==> src/rtl/csi_rx_raw10_unpack.sv <==
// csi_rx_raw10_unpack: unpacks a CSI-2 RAW10 payload word stream into groups of four 10-bit pixels.
// Ports: clock/areset (async, active-high); payload_data/enable/frame and vsync from the packet handler;
// pixel_data/valid/x/y, line_start, line_done/line_residual and frame_start, all registered.
module csi_rx_raw10_unpack #(
   parameter int CW = 16
) (
   input  logic          clock,
   input  logic          areset,
   input  logic [31:0]   payload_data,
   input  logic          payload_enable,
   input  logic          payload_frame,
   input  logic          vsync,
   output logic [39:0]   pixel_data,
   output logic          pixel_valid,
   output logic [CW-1:0] pixel_x,
   output logic [CW-1:0] pixel_y,
   output logic          line_start,
   output logic          line_done,
   output logic [2:0]    line_residual,
   output logic          frame_start
);
   typedef enum logic [1:0] {IDLE, LINE, DRAIN} state_t;
   state_t state_q, state_d;
   logic [63:0] buf_q, buf_d, sh;
   logic [3:0] cnt_q, cnt_d, cnt_s;
   logic first_q, first_d, ext, app;
   logic [CW-1:0] x_q, x_d, px_d, py_d;
   logic [39:0] pd_d, pix;
   logic pv_d, ls_d, ld_d, fs_d;
   logic [2:0] lr_d;
   always_comb begin
      ext = cnt_q >= 4'd5;
      app = payload_enable & payload_frame & (state_q != DRAIN);
      for (int n = 0; n < 4; n++) pix[10*n +: 10] = {buf_q[8*n +: 8], buf_q[32+2*n +: 2]};
      // bytes at or above cnt are always zero, so appending is a plain OR
      sh = ext ? {40'b0, buf_q[63:40]} : buf_q;
      cnt_s = ext ? cnt_q - 4'd5 : cnt_q;
      buf_d = app ? sh | ({32'b0, payload_data} << {cnt_s, 3'b0}) : sh;
      cnt_d = app ? cnt_s + 4'd4 : cnt_s;
      state_d = state_q;
      first_d = ext ? 1'b0 : first_q;
      x_d = ext ? x_q + CW'(4) : x_q;
      pd_d = ext ? pix : pixel_data;
      px_d = ext ? x_q : pixel_x;
      py_d = pixel_y;
      pv_d = ext;
      ls_d = ext & first_q;
      ld_d = 1'b0;
      lr_d = line_residual;
      fs_d = vsync;
      case (state_q)
         IDLE: if (payload_frame) begin
            state_d = LINE;
            first_d = 1'b1;
            x_d = '0;
         end
         LINE: if (!payload_frame) state_d = DRAIN;
         DRAIN: if (!ext) begin
            state_d = IDLE;
            ld_d = 1'b1;
            lr_d = cnt_q[2:0];
            cnt_d = '0;
            buf_d = '0;
            py_d = pixel_y + CW'(1);
         end
         default: state_d = IDLE;
      endcase
      // vsync aborts everything, including a group or line_done due this cycle
      if (vsync) begin
         state_d = IDLE;
         buf_d = '0;
         cnt_d = '0;
         first_d = 1'b0;
         x_d = '0;
         px_d = '0;
         py_d = '0;
         pv_d = 1'b0;
         ls_d = 1'b0;
         ld_d = 1'b0;
      end
   end
   always_ff @(posedge clock or posedge areset) begin
      if (areset) begin
         state_q <= IDLE;
         buf_q <= '0;
         cnt_q <= '0;
         first_q <= 1'b0;
         x_q <= '0;
         pixel_data <= '0;
         pixel_valid <= 1'b0;
         pixel_x <= '0;
         pixel_y <= '0;
         line_start <= 1'b0;
         line_done <= 1'b0;
         line_residual <= '0;
         frame_start <= 1'b0;
      end else begin
         state_q <= state_d;
         buf_q <= buf_d;
         cnt_q <= cnt_d;
         first_q <= first_d;
         x_q <= x_d;
         pixel_data <= pd_d;
         pixel_valid <= pv_d;
         pixel_x <= px_d;
         pixel_y <= py_d;
         line_start <= ls_d;
         line_done <= ld_d;
         line_residual <= lr_d;
         frame_start <= fs_d;
      end
   end
endmodule

==> config.mk <==
export PLATFORM = sky130hd
export DESIGN_NAME = csi_rx_raw10_unpack
export DESIGN_NICKNAME = d
export VERILOG_FILES = /design/src/rtl/csi_rx_raw10_unpack.sv
export SDC_FILE = /design/constraint.sdc
export NUM_CORES = 1
export LEC_CHECK = 0
export CAP_MARGIN = 20
export CORE_MARGIN = 2
export CORE_UTILIZATION = 50
export DETAILED_ROUTE_END_ITERATION = 7
export GPL_TIMING_DRIVEN = 0
export HOLD_SLACK_MARGIN = 0.06
export PLACE_DENSITY_LB_ADDON = 0.2
export SETUP_SLACK_MARGIN = 0.2
export SLEW_MARGIN = 20
export SYNTH_ARGS = -nofsm -noshare
export SYNTH_HDL_FRONTEND = slang
export SYNTH_SLANG_ARGS = --single-unit
==> constraint.sdc <==
create_clock -name clock -period 16.1 [get_ports clock]
set_clock_uncertainty 0.1 [all_clocks]
set_input_delay 3.22 -clock clock [delete_from_list [all_inputs] [get_ports clock]]
set_output_delay 3.22 -clock clock [all_outputs]
set_load 0.01 [all_outputs]
Yosys cells after proc, flatten, opt, wreduce, memory -nomap -nowiden
Index checks and enable logic that the tools add are counted.
- multipliers: 0
- reductions and logical operators: 6
- shift-type cells: 1
- multiplexer cells: 33
- divide/modulo/power cells: 0
- bitwise logic cells: 5
- $add $sub $neg: 4
- equal/unequal tests: 7
- $lt $le $gt $ge: 1
- operators with widths (cell ; count):
    64-bit two-way mux ; 5
    16-bit two-way mux ; 9
    64-bit bitwise OR ; 1
    32-bit by 7-bit << shifter with 64-bit output ; 1
    4-bit two-way mux ; 5
    16-bit by 1-bit adder with 16-bit output (second input constant) ; 1
    16-bit by 3-bit adder with 16-bit output (second input constant) ; 1
    1-bit two-way mux ; 9
    3-bit != test (second input constant) ; 3
    2-bit two-way mux ; 4
    2-bit one-hot mux with 3 select lines ; 1
    4-bit by 3-bit adder with 4-bit output (second input constant) ; 1
    4-bit by 3-bit greater-or-equal comparator with 1-bit output (second input constant) ; 1
    2-bit != test (second input constant) ; 2
    2-bit AND reduction ; 2
    2-bit nonzero test ; 2
    4-bit by 3-bit subtractor with 4-bit output (second input constant) ; 1
    1-bit AND ; 3
    3-bit AND reduction ; 1
    2-bit by 1-bit equality test with 1-bit output (second input constant) ; 1
    2-bit equality test (second input constant) ; 1
    2-bit zero test ; 1
    1-bit inverter ; 1
- memories kept: 0
- bits in writable memories: 0
- register bits after elaboration: 166
- logic and storage cells: 70
- latch bits: 0
- bits in read-only memories: 0

Depth between registers and ports, before layout
Gate-level depths: netlist (run 1).
- depth after elaboration: 8
- mapped depth: 15
- mapped depth without buffers: 10

Worst setup path after synthesis (run 1)
Ideal clock, no wire load.
- path kind: input-to-reg
- from: input payload_frame
- to: register buf_q[40]
- path slack: 11.640 ns
- data arrival time: 4.282 ns
- buffers on the path: 1
- data required time: 15.923 ns
- stages: 6
- cell sequence: and3_1 -> and4_1 -> buf_1 -> nand2_1 -> o22a_1 -> a21oi_1
- word-level cells in the longest chain between the ends: 6
- ends and longest elaborated chain (item ; line ; source):
    start, declared ; 11 ; input logic payload_frame,
    1-bit AND * (2 in series) ; 33 ; app = payload_enable & payload_frame & (state_q != DRAIN);
    64-bit two-way mux * ; 38 ; buf_d = app ? sh | ({32'b0, payload_data} << {cnt_s, 3'b0}) : sh;
    64-bit two-way mux ; 58 ; DRAIN: if (!ext) begin
    64-bit two-way mux * ; 51 ; case (state_q)
    64-bit two-way mux * ; 69 ; if (vsync) begin
    net buf_d[40] ; 24 ; logic [63:0] buf_q, buf_d, sh;
    end signal, assigned ; 99 ; buf_q <= buf_d;
    end, declared ; 24 ;
The timed path passes the listed nets; every way through them passes the cells marked *.
A chain may end at the register's enable or synchronous reset.

Final worst setup path (run 1)
- from: input payload_frame
- to: register buf_q[47]
Same word-level chain as after synthesis.

==> results of run 1 <==
layer usage:
metal  vias to the layer above  routed length (um)
met1                      3310                9690
met4                         0                 697
met3                        54                1420
met5                         -                   0
li1                       3198                   -
met2                       280               10300
flip-flops by register name (all words and copies together) (netlist names):
name / count
buf_q: 64
pixel_data: 40
pixel_valid: 1
frame_start: 1
state_q: 2
x_q: 14
line_done: 1
cnt_q: 4
line_start: 1
line_residual: 3
pixel_y: 16
pixel_x: 15
first_q: 1
metrics by stage:
stage / util (%) / hold WS (ns) / setup WS, ns
2_1_floorplan: - / 0.337 / 8.38
3_3_place_gp: 60.7 / 0.349 / 6.19
3_5_place_dp: 60.9 / 0.354 / 10.67
4_1_cts: 64.9 / 0.369 / 11.12
5_1_grt: 64.9 / 0.384 / 10.94
6_report: 64.9 / 0.365 / 10.96
cell families (layout without fill, tap and decap cells):
family                     Yosys count  after routing  share of synthesized area (%)
adders and majority gates            5              5                          0.798
AOI/OAI and AO/OA                  145            145                           13.5
and+or+nand+nor                    403            403                           22.0
buffers and inverters               63            211                           3.41
xor gates and xnor gates            26             26                           2.90
muxes                               40             40                           5.33
DFF                                163            163                           52.0
where the power goes:
group / total (W) / switching (W) / internal (W)
logic: 0.000296 / 0.000170 / 0.000126
clock network: 0.000418 / 0.000166 / 0.000252
registers: 0.000477 / 0.0000242 / 0.000453
total: 0.00119 / 0.000360 / 0.000831
worst paths after layout:
check | startpoint | end | slack (ns) | cells past startpoint
worst max register to register | cnt_q[0]$_DFF_PP0_ | buf_q[50]$_DFF_PP0_ | 11.29 | 14
worst max-delay path | payload_frame | buf_q[47]$_DFF_PP0_ | 10.96 | 7
max in group asynchronous | areset | pixel_data[27]$_DFFE_PP0P_ | 11.94 | 3
worst min register to register | pixel_data[13]$_DFFE_PP0P_ | pixel_data[13]$_DFFE_PP0P_ | 0.36 | 2
min in group asynchronous | areset | pixel_y[6]$_DFFE_PP0P_ | 3.13 | 2
worst min-delay path | pixel_data[13]$_DFFE_PP0P_ | pixel_data[13]$_DFFE_PP0P_ | 0.36 | 2
final cells by class:
cell class / count / area (sq um) / area share (%)
repair buffers: 116 / 1180 / 11.9
well taps: 211 / 264 / 2.66
inverters: 7 / 33.8 / 0.341
flip-flops and latches: 163 / 4080 / 41.2
clock inverters: 12 / 153 / 1.54
clock buffers: 20 / 457 / 4.61
plain buffers: 56 / 241 / 2.44
multi-input cells: 619 / 3500 / 35.3
layout by cell type (no fill, tap or decap), types with 5 or more instances in the layout:
cell type and instances:
sky130_fd_sc_hd__nand2b_1 6, sky130_fd_sc_hd__nor2_1 70, sky130_fd_sc_hd__xnor2_1 8, sky130_fd_sc_hd__mux2_2 14
sky130_fd_sc_hd__nand4_1 6, sky130_fd_sc_hd__nor3_1 10, sky130_fd_sc_hd__and3_1 8, sky130_fd_sc_hd__a21oi_1 36
sky130_fd_sc_hd__a31oi_1 25, sky130_fd_sc_hd__mux2i_1 26, sky130_fd_sc_hd__nand2_1 253, sky130_fd_sc_hd__buf_2 10
sky130_fd_sc_hd__o221ai_1 6, sky130_fd_sc_hd__a221o_1 6, sky130_fd_sc_hd__o21ai_0 15, sky130_fd_sc_hd__a222oi_1 10
sky130_fd_sc_hd__clkbuf_1 34, sky130_fd_sc_hd__clkbuf_16 17, sky130_fd_sc_hd__nand3_1 14, sky130_fd_sc_hd__ha_1 5
sky130_fd_sc_hd__o2bb2a_1 8, sky130_fd_sc_hd__buf_1 9, sky130_fd_sc_hd__xor2_1 18, sky130_fd_sc_hd__dfrtp_1 163
sky130_fd_sc_hd__clkdlybuf4s50_1 115, sky130_fd_sc_hd__a32o_1 8, sky130_fd_sc_hd__nor4_1 6, sky130_fd_sc_hd__or3_1 7
worst max-delay path, stage by stage:
cell and delay [ns]:
sky130_fd_sc_hd__clkdlybuf4s50_1 0.48, sky130_fd_sc_hd__and3_1 0.24, sky130_fd_sc_hd__nand4_1 0.30, sky130_fd_sc_hd__clkbuf_1 0.46, sky130_fd_sc_hd__nor2_1 0.17, sky130_fd_sc_hd__a22oi_1 0.34, sky130_fd_sc_hd__a21oi_1 0.12
==> implementation parameters, run 1 <==
Parameter                              Value

Floorplan
  Boundary pin count    116
  Die area    16,700 sq um
  Std-Cell Core Area    15,300 sq um
  Overall die width    129 um
  Initial core utilization    51.4%
  Die height    129 um
  Number of rows created at floorplan    45

Placement
  Inst Count DP    1,172
  Post-place instance area    9290 sq um
  Routability congestion estimate    0.944
  IO Port Bufs    115
  Detail Placement HPWL    15,700 um

Clocking
  CTS Hold Bufs    0
  Skew-Pair Late Insertion Delay    0.44 ns
  Count of cells resized by post-cts repair    0
  H-tree levels    4
  CTS Root Cell    sky130_fd_sc_hd__clkbuf_16
  Clock tree from TritonCTS    done
  Maximum number of buffers from clock root to sink    2
  Num CTS Buffers    17
  Setup fix buffers added after clock tree synthesis    0
  Clock sink count    163
  Clock slew seen by the registers of the worst setup and hold paths    0.06 ns

STA
  Final setup viols    0
  Maximum frequency from static timing analysis    0.194 GHz
  Fin crit period    5.14 ns
  Number of max-slew violations in the final report    0
  Remaining max-slew budget at the tightest pin    39.0%
  Final cycle utilization of the critical path    31.9%
  RSZ-0062 raised after global routing    false
  Slew at the pin with the worst max-slew slack    0.912 ns
  Sum Neg Setup Slack    0 ns
  Hold violation count in the final report    0

Synthesis
  Cell type contributing the most total cell area after synthesis    sky130_fd_sc_hd__dfrtp_1
  Mapped Cells    845
  Number of synthesized flops with an enable pin    0
  Ranking of synthesized cells by area    sky130_fd_sc_hd__dfrtp_1, sky130_fd_sc_hd__nand2_1, sky130_fd_sc_hd__nor2_1
  Most common library cells after synthesis    sky130_fd_sc_hd__nand2_1, sky130_fd_sc_hd__dfrtp_1, sky130_fd_sc_hd__nor2_1
  FF+latch count, synth    163
  Most used standard cell by instance count after synthesis    sky130_fd_sc_hd__nand2_1
  Portion of the post-synthesis area used by sequential elements    52.0%
  Share of the synthesized area in the top cell type    52.0%
  Syn Nets    887
  Post-synth top flop    sky130_fd_sc_hd__dfrtp_1
  Post-synthesis instance area    7840 sq um
  Post-synthesis cell type count    61
  FFs w/ async S/R, synth    100%
  Synthesized area per cell    9.28 sq um
  Yosys synthesis warning count    0

Global route
  Global route total overflow    0
  Routing usage on met2    43.5%
  Global Route Usage Sum    27.8%
  Met1 track utilization from global routing    38.7%
  Fraction of met3 tracks used by global routing    5.12%
  First-pass GRT wire length    35,400 um
  Antenna violations before repair    0
  Via count of the first global-routing pass    6,589
  Busiest metal layer after global routing    met2
  Maximum number of pins on one net before global-route repair    90

Status
  Run status    finished with violations
  Failing checks    DRC

Route
  WL final    22,100 um
  DR iter-0 viols    682
  Average vias per placed instance    5.68
  Residual DRC count    4
  WL per Instance    18.4 um
  Total vias in the final route    6,842
  Post-route antenna net violation count    0
  First-pass iteration count of the detailed router    8

Pwr
  Total design power    0.00119 W
  Peak supply drop    0.0736 mV
  Reported leakage power    4.39 nW
  Total power per unit cell area    120 nW/um^2

Worst setup path
  Kind of launch point of the worst setup path    input port
  Data arrival, critical path    5.35 ns
  CP Capture Type    register
  Worst path required time    16.30 ns
  Worst-path maximum fanout    10
  Classification of the worst setup path    input port to register

Finish
  Area of all placed cells without fillers    9910 sq um
  Non-filler instance count after layout    1,204
  Diode count    0
  NumNets Final    1,022
  Layout-stage area growth over the synthesis result    26.3%
  Proportion of layout cells with a drive suffix above 1    8.16%
  Fillcell total    1,276

Min path
  Worst hold path class    register to register

Job
  Max-cap check violation count    0
Note: power is estimated with default switching activity, not from simulation.
==> run 2, diff against run 1 <==
CORE_UTILIZATION = 49   (was 50)
clock period = 4.2 ns   (was 16.1 ns; I/O delays follow)
==> implementation parameters, run 2 (synthesis results as in run 1) <==
Parameter                              Value

Status
  Run status    finished clean

Min path
  Worst hold path class    register to register

Floorplan
  Die height    131 um
  Overall die width    131 um
  Die area    17,000 sq um
  Number of rows created at floorplan    46
  Boundary pin count    116
  Initial core utilization    49.7%
  Std-Cell Core Area    15,800 sq um

STA
  Remaining max-slew budget at the tightest pin    29.9%
  RSZ-0062 raised after global routing    true
  Final cycle utilization of the critical path    91.6%
  Maximum frequency from static timing analysis    0.260 GHz
  Slew at the pin with the worst max-slew slack    1.05 ns
  Number of max-slew violations in the final report    0
  Final setup viols    0
  Hold violation count in the final report    0
  Fin crit period    3.85 ns

Worst setup path
  FF-to-FF Start    cnt_q[1]$_DFF_PP0_
  Kind of launch point of the worst setup path    register
  Worst path required time    4.40 ns
  Dominant cell type by count on the critical path    sky130_fd_sc_hd__buf_2
  Classification of the worst setup path    register to register
  CP Capture Type    register
  Cell with the largest stage delay on the worst path    sky130_fd_sc_hd__mux2_2
  Worst-path maximum fanout    10
  Number of cells traversed by the worst register-to-register path    15
  Largest stage delay on the critical path    0.40 ns
  Worst Setup EP    buf_q[25]$_DFF_PP0_
  Setup slack, reg-to-reg    0.35 ns
  Crit path from    cnt_q[1]$_DFF_PP0_
  Data arrival, critical path    4.05 ns
  Cell chain of the critical path    clkbuf_2 > inv_1 > ha_1 > nand2b_2 > a21oi_2 > inv_2 > buf_2 > buf_2 > buf_2 > ha_1 > clkbuf_2 > mux2_2 > mux2i_1 > o2bb2a_1 > nor2_1
  Worst reg2reg endpoint    buf_q[25]$_DFF_PP0_

Global route
  Global Route Usage Sum    27.3%
  Global route total overflow    0
  Maximum number of pins on one net before global-route repair    30
  Antenna violations before repair    0
  Via count of the first global-routing pass    6,504
  First-pass GRT wire length    35,100 um

Route
  Total vias in the final route    6,837
  WL final    22,300 um
  Average vias per placed instance    5.63
  DR iter-0 viols    634
  WL per Instance    18.4 um
  First-pass iteration count of the detailed router    6
  Residual DRC count    0
  Post-route antenna net violation count    0

Clocking
  Num CTS Buffers    17
  CTS Root Cell    sky130_fd_sc_hd__clkbuf_16
  Skew-Pair Late Insertion Delay    0.43 ns
  H-tree levels    4
  Clock slew seen by the registers of the worst setup and hold paths    0.07 ns
  Clock sink count    163
  Setup fix buffers added after clock tree synthesis    0
  Maximum number of buffers from clock root to sink    2
  Clock tree from TritonCTS    done

Finish
  Layout-stage area growth over the synthesis result    27.6%
  NumNets Final    1,027
  Fillcell total    1,415
  Proportion of layout cells with a drive suffix above 1    9.52%
  Commonest non-fill, non-tap cells in the layout    sky130_fd_sc_hd__nand2_1, sky130_fd_sc_hd__dfrtp_1, sky130_fd_sc_hd__clkdlybuf4s50_1, sky130_fd_sc_hd__nor2_1, sky130_fd_sc_hd__a21oi_1
  Flip-flop count of the largest register, all copies and words added    64
  Most common library cell in the layout ignoring fill and taps    sky130_fd_sc_hd__nand2_1
  Register name with the most flops    buf_q
  Final core occ    63.4%
  Diode count    0
  Area of all placed cells without fillers    10,000 sq um
  Registers with the most flip-flops    buf_q x64, pixel_data x40, pixel_y x16

Job
  Max-cap check violation count    0

Pwr
  Reported leakage power    4.44 nW
  Peak supply drop    0.325 mV
  Total power per unit cell area    450 nW/um^2

Placement
  Detail Placement HPWL    16,400 um
  IO Port Bufs    115
  Post-place instance area    9400 sq um
  Routability congestion estimate    0.956
==> run 2: metrics by stage <==
stage | hold WS (ns) | power [W] | setup slack [ns] | cells | setup TNS, ns
6_report | 0.363 | 0.00451 | 0.352 | 1214 | 0
2_1_floorplan | 0.337 | 0.00247 | 0.633 | 845 | 0
5_1_grt | 0.394 | 0.00470 | 0.189 | 1214 | 0
4_1_cts | 0.369 | 0.00452 | 0.224 | 1214 | 0
3_3_place_gp | 0.350 | 0.00296 | -0.473 | 1176 | -43.77
3_5_place_dp | 0.355 | 0.00299 | -0.533 | 1182 | -14.66
==> run 2: where the power goes <==
group,internal [W],total [W],switching [W]
clock,0.000858,0.00153,0.000671
sequential,0.00174,0.00183,0.0000896
combinational,0.000497,0.00115,0.000654
total,0.00309,0.00451,0.00141
==> run 2: per-layer routing <==
metal | global-route usage [%] | routed length (um)
met2 | 43.0 | 10200
met4 | 10.9 | 751
met3 | 5.78 | 1640
met5 | 0 | 0
met1 | 37.2 | 9690
==> run 2: cell type report <==
type,instances,area [sq um],share of cell area (%)
flip-flops and latches,163,4080,40.8
clock buffers,19,453,4.53
plain buffers,56,250,2.50
clock inverters,13,125,1.25
well taps,216,270,2.70
multi-input cells,619,3510,35.1
inverters,7,33.8,0.338
repair buffers,121,1290,12.9
==> run 2: repair_timing <==
item / CTS / global route
pin swaps: 0 / 1
setup endpoints to repair: 48 / 34
gates resized for setup: 6 / 4
hold buffers: 0 / 0
==> run 2: worst max-delay path: cells and delay by family (launching register included) <==
kind	cells	cell delay, ns
AO/OA/AOI/OAI	2	0.39
adder cells (fa/ha/maj)	2	0.59
buffers and inverters	7	1.35
flip-flops	1	0.33
multiplexers	2	0.65
AND/OR/NAND/NOR	2	0.28
==> run 2: worst min path at each step <==
stage | cells after the start | from | to | slack (ns)
2_1_floorplan | 2 | buf_q[25]$_DFF_PP0_ | pixel_data[33]$_DFFE_PP0P_ | 0.34
3_3_place_gp | 2 | pixel_data[5]$_DFFE_PP0P_ | pixel_data[5]$_DFFE_PP0P_ | 0.35
3_5_place_dp | 2 | pixel_data[3]$_DFFE_PP0P_ | pixel_data[3]$_DFFE_PP0P_ | 0.35
4_1_cts | 2 | pixel_data[3]$_DFFE_PP0P_ | pixel_data[3]$_DFFE_PP0P_ | 0.37
5_1_grt | 2 | pixel_data[37]$_DFFE_PP0P_ | pixel_data[37]$_DFFE_PP0P_ | 0.39
6_report | 2 | pixel_data[11]$_DFFE_PP0P_ | pixel_data[11]$_DFFE_PP0P_ | 0.36
==> run 3, diff against run 2 <==
PLACE_DENSITY = 0.76   (was not set)
PLACE_DENSITY_LB_ADDON = not set   (was 0.2)
==> implementation parameters, run 3 (synthesis results as in run 1) <==
Parameter                              Value

Route
  WL final    22,500 um
  Total vias in the final route    6,842
  Met2 layer wire length in the routed design    10,300 um
  Average vias per placed instance    5.64
  First-pass iteration count of the detailed router    5
  Met3 WL    1780 um
  Top Metal Used    met4
  Met1 layer wirelength in the final routing    9720 um
  Residual DRC count    0
  DR iter-0 viols    666
  WL per Instance    18.6 um
  Post-route antenna net violation count    0

STA
  Number of max-slew violations in the final report    0
  Fin crit period    3.79 ns
  Maximum frequency from static timing analysis    0.264 GHz
  PnR worst setup slack    0.409 ns
  Hold violation count in the final report    0
  Slew at the pin with the worst max-slew slack    1.04 ns
  Remaining max-slew budget at the tightest pin    30.4%
  RSZ-0062 raised after global routing    false
  Final setup viols    0
  Final cycle utilization of the critical path    90.3%
  Sum Neg Setup Slack    0 ns

Worst setup path
  Data arrival, critical path    3.99 ns
  Kind of launch point of the worst setup path    register
  CP Capture Type    register
  Setup slack, reg-to-reg    0.41 ns
  Number of cells traversed by the worst register-to-register path    15
  Worst path required time    4.39 ns
  FF-to-FF Start    cnt_q[1]$_DFF_PP0_
  Worst-path maximum fanout    10
  Classification of the worst setup path    register to register
  Worst reg2reg endpoint    buf_q[52]$_DFF_PP0_

Job
  Max-cap check violation count    0

Clocking
  CTS Root Cell    sky130_fd_sc_hd__clkbuf_16
  Clock slew seen by the registers of the worst setup and hold paths    0.06 ns
  Clock tree from TritonCTS    done
  Skew-Pair Late Insertion Delay    0.43 ns
  Maximum number of buffers from clock root to sink    2
  Num CTS Buffers    17
  Clock sink count    163
  H-tree levels    4

Finish
  Registers with the most flip-flops    buf_q x64, pixel_data x40, pixel_y x16
  NumNets Final    1,027
  Proportion of layout cells with a drive suffix above 1    9.32%
  Most common library cell in the layout ignoring fill and taps    sky130_fd_sc_hd__nand2_1
  Flip-flop count of the largest register, all copies and words added    64
  Area of all placed cells without fillers    10,000 sq um
  Register name with the most flops    buf_q
  Commonest non-fill, non-tap cells in the layout    sky130_fd_sc_hd__nand2_1, sky130_fd_sc_hd__dfrtp_1, sky130_fd_sc_hd__clkdlybuf4s50_1, sky130_fd_sc_hd__nor2_1, sky130_fd_sc_hd__a21oi_1
  Diode count    0
  Layout-stage area growth over the synthesis result    27.7%

Pwr
  Peak supply drop    0.306 mV
  Total power per unit cell area    460 nW/um^2
  Reported leakage power    4.44 nW

Global route
  Via count of the first global-routing pass    6,746
  First-pass GRT wire length    35,300 um
  Antenna violations before repair    0
  Maximum number of pins on one net before global-route repair    35
  Global route total overflow    0
  Global Route Usage Sum    27.4%

Min path
  Worst hold path startpoint    pixel_data[22]$_DFFE_PP0P_
  End point of the most critical hold path    pixel_data[22]$_DFFE_PP0P_
  Worst hold path class    register to register
  Instance count along the most critical hold path    2

Status
  Run status    finished clean

Placement
  IO Port Bufs    115
  Post-place instance area    9370 sq um
  Detail Placement HPWL    16,300 um
  Routability congestion estimate    0.976
  Post-Place Setup Slack    -0.520 ns

Floorplan
  Number of rows created at floorplan    46
  Die height    131 um
  Boundary pin count    116
  Initial core utilization    49.7%
  Std-Cell Core Area    15,800 sq um
  Die area    17,000 sq um
  Overall die width    131 um
run 3: changes by cell type in the layout (fill, tap and decap cells not counted), sizes merged:
cell	change
buf	-1
bufinv	+2
clkbuf	+3
clkinv	-1
clkinvlp	+1
inv	-4
run 3: metrics by stage:
step	cells	total power (W)	hold WS [ns]	utilization, %
finish	1214	0.00461	0.362	63.5
global route	1214	0.00481	0.388	63.5
CTS	1213	0.00461	0.369	63.4
detailed placement	1181	0.00299	0.354	59.4
global placement	1176	0.00296	0.349	58.8
floorplan	845	0.00247	0.337	-
run 3: critical path, cell delays in order, from the launching register on:
cell	delay [ns]
sky130_fd_sc_hd__dfrtp_1	0.33
sky130_fd_sc_hd__clkbuf_2	0.18
sky130_fd_sc_hd__inv_1	0.13
sky130_fd_sc_hd__ha_1	0.24
sky130_fd_sc_hd__nand2b_2	0.24
sky130_fd_sc_hd__a21oi_2	0.19
sky130_fd_sc_hd__inv_2	0.07
sky130_fd_sc_hd__buf_2	0.19
sky130_fd_sc_hd__buf_2	0.24
sky130_fd_sc_hd__buf_2	0.23
sky130_fd_sc_hd__ha_1	0.36
sky130_fd_sc_hd__buf_4	0.26
sky130_fd_sc_hd__mux2i_1	0.30
sky130_fd_sc_hd__mux2i_1	0.18
sky130_fd_sc_hd__a222oi_1	0.33
sky130_fd_sc_hd__nor2_1	0.08
run 3: cell type report:
type	instances	area (sq um)
multi-input cells	619	3500
clock buffers	21	470
plain buffers	56	253
repair buffers	121	1260
fillers	1349	5750
flip-flops and latches	163	4080
well taps	216	270
inverters	7	33.8
clock inverters	11	150
run 3: worst max path at each step:
stage                        from                  end  depth (start not counted)
2_1_floorplan  cnt_q[1]$_DFF_PP0_  buf_q[32]$_DFF_PP0_                         14
3_3_place_gp   cnt_q[0]$_DFF_PP0_  buf_q[52]$_DFF_PP0_                         14
3_5_place_dp   cnt_q[0]$_DFF_PP0_  buf_q[49]$_DFF_PP0_                         14
4_1_cts        cnt_q[1]$_DFF_PP0_  buf_q[25]$_DFF_PP0_                         15
5_1_grt        cnt_q[1]$_DFF_PP0_  buf_q[49]$_DFF_PP0_                         15
6_report       cnt_q[1]$_DFF_PP0_  buf_q[52]$_DFF_PP0_                         15
run 3: layer usage:
layer	vias up	track usage, %
met1	3276	36.5
met3	55	6.31
met4	0	13.1
met2	305	42.6
met5	-	0
li1	3206	-
run 3: timing repair:
action | in CTS | in global routing
buffers inserted | 0 | 0
hold buffers | 0 | 0
gates resized for setup | 5 | 8
pin swaps | 1 | 0
setup endpoints to repair | 49 | 30
run 3: power breakdown:
group,internal [W],switching (W)
sequential,0.00174,0.0000918
combinational,0.000495,0.000655
clock,0.000985,0.000643
total,0.00322,0.00139
